==> config.mk <==
export PLATFORM = sky130hd
export DESIGN_NAME = load_store_unit
export DESIGN_NICKNAME = d
export VERILOG_FILES = /design/src/rtl/lsu_pkg.sv /design/src/rtl/lsu_lane.sv /design/src/rtl/load_store_unit.sv
export SDC_FILE = /design/constraint.sdc
export NUM_CORES = 1
export LEC_CHECK = 0
export BUFFER_PORTS_ARGS = -buffer_cell sky130_fd_sc_hd__buf_2
export CORE_MARGIN = 3
export CORE_UTILIZATION = 50
export CTS_CLUSTER_DIAMETER = 200
export DETAILED_ROUTE_END_ITERATION = 10
export PLACE_DENSITY_LB_ADDON = 0.15
export SETUP_SLACK_MARGIN = 0.5
export SLEW_MARGIN = 20
export SYNTH_ARGS = -nofsm -noshare
export SYNTH_HDL_FRONTEND = slang
export SYNTH_HIERARCHICAL = 1
export SYNTH_SLANG_ARGS = --single-unit
export TNS_END_PERCENT = 5
==> constraint.sdc <==
create_clock -name clk -period 2.25 [get_ports clk]
set_input_delay 0.45 -clock clk [delete_from_list [all_inputs] [get_ports clk]]
set_output_delay 0.45 -clock clk [all_outputs]
set_load 0.01 [all_outputs]
==> src/rtl/lsu_pkg.sv <==
// Shared types, constants and helpers for the load/store unit.
package lsu_pkg;

  typedef enum logic [1:0] {
    BYTE = 2'b00,
    HALF = 2'b01,
    WORD = 2'b10
  } size_t;

  typedef enum logic [1:0] {
    IDLE,
    REQ,
    WAIT,
    DONE
  } lsu_state_t;

  localparam int DEFAULT_TIMEOUT = 256;

  // The unused encoding 2'b11 behaves as a word access.
  function automatic size_t decode_size(input logic [1:0] raw);
    size_t result;
    result = (raw == 2'b11) ? WORD : size_t'(raw);
    return result;
  endfunction

  function automatic logic is_misaligned(input size_t size, input logic [1:0] offset);
    logic result;
    case (size)
      HALF:    result = offset[0];
      WORD:    result = |offset;
      default: result = 1'b0;
    endcase
    return result;
  endfunction

endpackage

==> src/rtl/lsu_lane.sv <==
// Little-endian lane steering: byte enables and replicated store data on the
// way out, lane selection and sign/zero extension on the way back.
module lsu_lane
  import lsu_pkg::*;
(
  input  size_t       size,
  input  logic        is_unsigned,
  input  logic [1:0]  offset,
  input  logic [31:0] wdata,
  input  logic [31:0] mem_rdata,
  output logic [3:0]  mem_be,
  output logic [31:0] mem_wdata,
  output logic [31:0] load_data
);

  logic [7:0]  load_byte;
  logic [15:0] load_half;

  assign load_byte = mem_rdata[{offset, 3'b000} +: 8];
  assign load_half = offset[1] ? mem_rdata[31:16] : mem_rdata[15:0];

  always_comb begin
    mem_be    = 4'b1111;
    mem_wdata = wdata;
    load_data = mem_rdata;
    case (size)
      BYTE: begin
        mem_be    = 4'b0001 << offset;
        mem_wdata = {4{wdata[7:0]}};
        load_data = {{24{load_byte[7] & ~is_unsigned}}, load_byte};
      end
      HALF: begin
        mem_be    = offset[1] ? 4'b1100 : 4'b0011;
        mem_wdata = {2{wdata[15:0]}};
        load_data = {{16{load_half[15] & ~is_unsigned}}, load_half};
      end
      default: ;
    endcase
  end

endmodule

==> src/rtl/load_store_unit.sv <==
// Multi-cycle memory stage: captures the datapath request, runs the
// request/grant/response handshake with a timeout, and stalls the core meanwhile.
module load_store_unit
  import lsu_pkg::*;
#(
  parameter int TIMEOUT = DEFAULT_TIMEOUT
) (
  input  logic        clk,
  input  logic        reset,
  input  logic        req_valid,
  input  logic        req_we,
  input  logic [1:0]  req_size,
  input  logic        req_unsigned,
  input  logic [31:0] addr,
  input  logic [31:0] wdata,
  output logic [31:0] rdata,
  output logic        stall,
  output logic        misalign,
  output logic        buserr,
  output logic        mem_req,
  output logic        mem_we,
  output logic [31:0] mem_addr,
  output logic [3:0]  mem_be,
  output logic [31:0] mem_wdata,
  input  logic        mem_gnt,
  input  logic        mem_rvalid,
  input  logic [31:0] mem_rdata
);

  localparam int            CW       = $clog2(TIMEOUT + 1);
  localparam logic [CW-1:0] CNT_LAST = CW'(TIMEOUT - 1);

  lsu_state_t    state_q, state_d;
  logic          we_q, we_d;
  size_t         size_q, size_d;
  logic          uns_q, uns_d;
  logic [31:0]   addr_q, addr_d;
  logic [31:0]   wdata_q, wdata_d;
  logic [31:0]   rdata_q, rdata_d;
  logic [CW-1:0] cnt_q, cnt_d;

  logic [3:0]  lane_be;
  logic [31:0] lane_wdata;
  logic [31:0] lane_rdata;
  logic        req_misaligned;
  logic        access_done;
  logic        timeout_hit;

  lsu_lane u_lane (
    .size        (size_q),
    .is_unsigned (uns_q),
    .offset      (addr_q[1:0]),
    .wdata       (wdata_q),
    .mem_rdata   (mem_rdata),
    .mem_be      (lane_be),
    .mem_wdata   (lane_wdata),
    .load_data   (lane_rdata)
  );

  assign req_misaligned = is_misaligned(decode_size(req_size), addr[1:0]);

  // A response arriving in the last allowed cycle still completes the access.
  assign access_done = (state_q == REQ && mem_gnt && (we_q || mem_rvalid)) ||
                       (state_q == WAIT && mem_rvalid);
  assign timeout_hit = (state_q == REQ || state_q == WAIT) &&
                       (cnt_q == CNT_LAST) && !access_done;

  always_ff @(posedge clk or negedge reset) begin
    if (!reset) begin
      state_q <= IDLE;
      we_q    <= 1'b0;
      size_q  <= BYTE;
      uns_q   <= 1'b0;
      addr_q  <= '0;
      wdata_q <= '0;
      rdata_q <= '0;
      cnt_q   <= '0;
    end else begin
      state_q <= state_d;
      we_q    <= we_d;
      size_q  <= size_d;
      uns_q   <= uns_d;
      addr_q  <= addr_d;
      wdata_q <= wdata_d;
      rdata_q <= rdata_d;
      cnt_q   <= cnt_d;
    end
  end

  always_comb begin
    state_d = state_q;
    we_d    = we_q;
    size_d  = size_q;
    uns_d   = uns_q;
    addr_d  = addr_q;
    wdata_d = wdata_q;
    rdata_d = rdata_q;
    cnt_d   = '0;
    case (state_q)
      IDLE: begin
        if (req_valid && !req_misaligned) begin
          we_d    = req_we;
          size_d  = decode_size(req_size);
          uns_d   = req_unsigned;
          addr_d  = addr;
          wdata_d = wdata;
          state_d = REQ;
        end
      end
      REQ: begin
        cnt_d = cnt_q + 1'b1;
        if (access_done) begin
          if (!we_q) rdata_d = lane_rdata;
          state_d = DONE;
        end else if (timeout_hit) begin
          rdata_d = '0;
          state_d = DONE;
        end else if (mem_gnt) begin
          state_d = WAIT;
        end
      end
      WAIT: begin
        cnt_d = cnt_q + 1'b1;
        if (access_done) begin
          rdata_d = lane_rdata;
          state_d = DONE;
        end else if (timeout_hit) begin
          rdata_d = '0;
          state_d = DONE;
        end
      end
      DONE: state_d = IDLE;
      default: state_d = IDLE;
    endcase
  end

  always_comb begin
    stall     = req_valid && !req_misaligned && (state_q != DONE);
    misalign  = req_valid && req_misaligned && (state_q == IDLE);
    buserr    = timeout_hit;
    mem_req   = (state_q == REQ);
    mem_we    = (state_q == REQ) && we_q;
    mem_be    = (state_q == REQ) ? lane_be : 4'b0000;
    mem_addr  = {addr_q[31:2], 2'b00};
    mem_wdata = lane_wdata;
    rdata     = rdata_q;
  end

endmodule
==> impl_metrics.json <==
{
  "gp_congestion": 0.8052,
  "synth-edff-count": 0,
  "routed_wirelength_um": 14730,
  "drt_iter0_drc": 379,
  "status": "complete, no violations",
  "rows": 39,
  "cp_data_arrival_time_ns": 1.54,
  "grt_pass1_wl_um": 22350,
  "rsz0062_at_grt": "yes",
  "wl_per_cell_um": 17.94,
  "htree_num_levels": 3,
  "dp_cells": 786,
  "wl_met3_um": 956,
  "setup_viol": 0,
  "coreArea_um2": 11520,
  "cts-root-buf": "clkbuf_16",
  "grt_max_degree": 112,
  "cts_num_sinks": 111,
  "path_class": "register to primary output",
  "tritoncts": "yes",
  "clk_latency_ns": 0.35,
  "num_vias": 4501,
  "yosysSeqAreaShare_pct": 46.91,
  "yosys_most_used_dff": "dfrtp_1",
  "tns_ns": 0,
  "p_leak_nw": 3.662,
  "slew_headroom_pct": 58.52,
  "syn_avg_cell_area_um2": 11.89,
  "syn2layout_area_growth_pct": 24.13,
  "n_antenna_cell": 0,
  "synth-async-reset-ratio_pct": 100.0,
  "startpoint_type": "register",
  "wl_met1_um": 5976,
  "power_density_nw_per_um2": 1506,
  "finalCritPeriodShare_pct": 88.65,
  "start_util_pct": 51.41,
  "antenna_found_initial": 0,
  "syn_inst": 498,
  "drv_cap": 0,
  "mostFrequentLayoutCells": "206 x buf_2, 107 x dfrtp_1, 71 x mux2_2, 32 x a22o_1, 27 x buf_4",
  "finalPower_w": 0.01107,
  "ys_seq_elements": 111,
  "dp_hpwl_um": 10080,
  "drive_gt1_share_pct": 54.13,
  "grt.total_usage_pct": 21.36,
  "crit_required_ns": 1.80,
  "ir_drop_mv": 0.7956,
  "final_common_cell": "buf_2",
  "num_io_pins": 210,
  "drc_errors": 0,
  "worstMarginPinSlew_ns": 0.6210,
  "ys_warn_count": 6,
  "overflow": 0,
  "syn-cell-area_um2": 5921,
  "fin_crit_ns": 1.995,
  "end_kind": "primary output",
  "ys_types": 49,
  "fin_skew_ns": 0.004193,
  "slew_viol_final": 0,
  "via_per_inst": 5.482,
  "ant_nets": 0,
  "wl_met2_um": 7482,
  "finalHoldViolCount": 0,
  "clock_path_buffers": 2,
  "cts_buffers": 9,
  "grt_pass1_vias": 4393,
  "dieArea_um2": 13180,
  "fin_cells": 821,
  "nNetsFinal": 785,
  "fmax_ghz": 0.5013,
  "cp_max_fo": 9,
  "first_pass_iters": 5,
  "nFillCells": 941,
  "top_layer": "met4",
  "clkTransAtPathRegs_ns": 0.07,
  "io_buffers": 207,
  "fp.dieW_um": 114.8,
  "min_path_type": "input port to asynchronous set/reset pin",
  "die_h_um": 114.8
}
-- critical path: stages, from the launching register on --
cell	delay [ns]
dfrtp_1	0.40
or2_4	0.34
mux2_4	0.31
buf_2	0.15
-- final cells by class --
class / instances / area [um2] / area share (%)
sequential: 111 / 2783 / 37.86
clock buffer: 12 / 246.5 / 3.354
clock inverter: 4 / 77.57 / 1.055
inverter: 8 / 30.03 / 0.4086
timing repair buffer: 237 / 1305 / 17.76
multi-input combinational: 306 / 2729 / 37.13
tap: 143 / 178.9 / 2.434
-- metal layers --
layer	track usage, %	up-vias
met5	0	-
met4	8.216	0
met3	4.421	25
met2	34.54	178
met1	28.44	2192
li1	-	2106
-- stage by stage --
stage          utilization (%)  setup WS, ns  cell area (um2)  hold slack (ns)
2_1_floorplan                -        0.5238             5924           0.1544
3_3_place_gp             58.78        0.3251             6769           0.4449
3_5_place_dp             58.78        0.2611             6769           0.4660
4_1_cts                  62.93        0.2325             7247           0.2074
5_1_grt                  63.82        0.2061             7350           0.2040
6_report                 63.82        0.2553             7350           0.1702
-- synth_stat cells, types with 8 or more instances --
library cell / number / share of area (%)
nor2b_1: 21 / 2.2
buf_4: 41 / 5.2
buf_2: 18 / 1.5
inv_1: 8 / 0.51
a22oi_1: 8 / 1.0
nand2_1: 25 / 1.6
o221ai_1: 8 / 1.2
mux2_4: 16 / 4.1
o21ai_0: 12 / 1.0
dfrtp_1: 111 / 47
mux2i_1: 16 / 2.7
mux2_2: 71 / 14
a22o_1: 32 / 4.7
nor2_1: 12 / 0.76
and2_1: 10 / 1.1
o22ai_1: 16 / 1.7
-- kinds of logic after synthesis --
logic type	after synthesis	share of synthesized area (%)
AOI/OAI and AO/OA	104	13.97
xor gates and xnor gates	4	0.5918
adders and majority gates	7	1.479
buffers and inverters	82	9.066
DFF	111	46.91
muxes	103	20.27
other	1	0.06334
and+or+nand+nor	86	7.650
-- state kept, by name (all words and copies together) (netlist names) --
signal,flops
addr_q,32
rdata,32
wdata_q,32
cnt_q,9
size_q,2
state_q,2
uns_q,1
we_q,1
-- where the power goes --
group	internal (W)	switching (W)	total [W]
sequential	0.00292	0.000625	0.00354
clock	0.00101	0.000719	0.00173
combinational	0.00292	0.00287	0.00579
total	0.00685	0.00421	0.0111
-- final timing paths --
kind / from / to / slack (ns) / cells past startpoint
hold reg to reg: rdata[9] / rdata[9] / 0.50 / 1
min in group clk: addr[26] / addr_q[26] / 0.33 / 2
setup reg to reg: cnt_q[1] / state_q[1] / 0.34 / 10
hold / removal: reset / rdata[4] / 0.17 / 2
max in group asynchronous: reset / addr_q[1] / 1.60 / 2
setup / recovery: size_q[0] / mem_wdata[15] / 0.26 / 3
-- what timing repair did --
action,4_1_cts,5_1_grt
gates resized for setup,21,8
setup endpoints to repair,133,66
hold buffers,0,0
setup buffers,10,9
pin swaps,5,7
(Power assumes the default switching activity.)
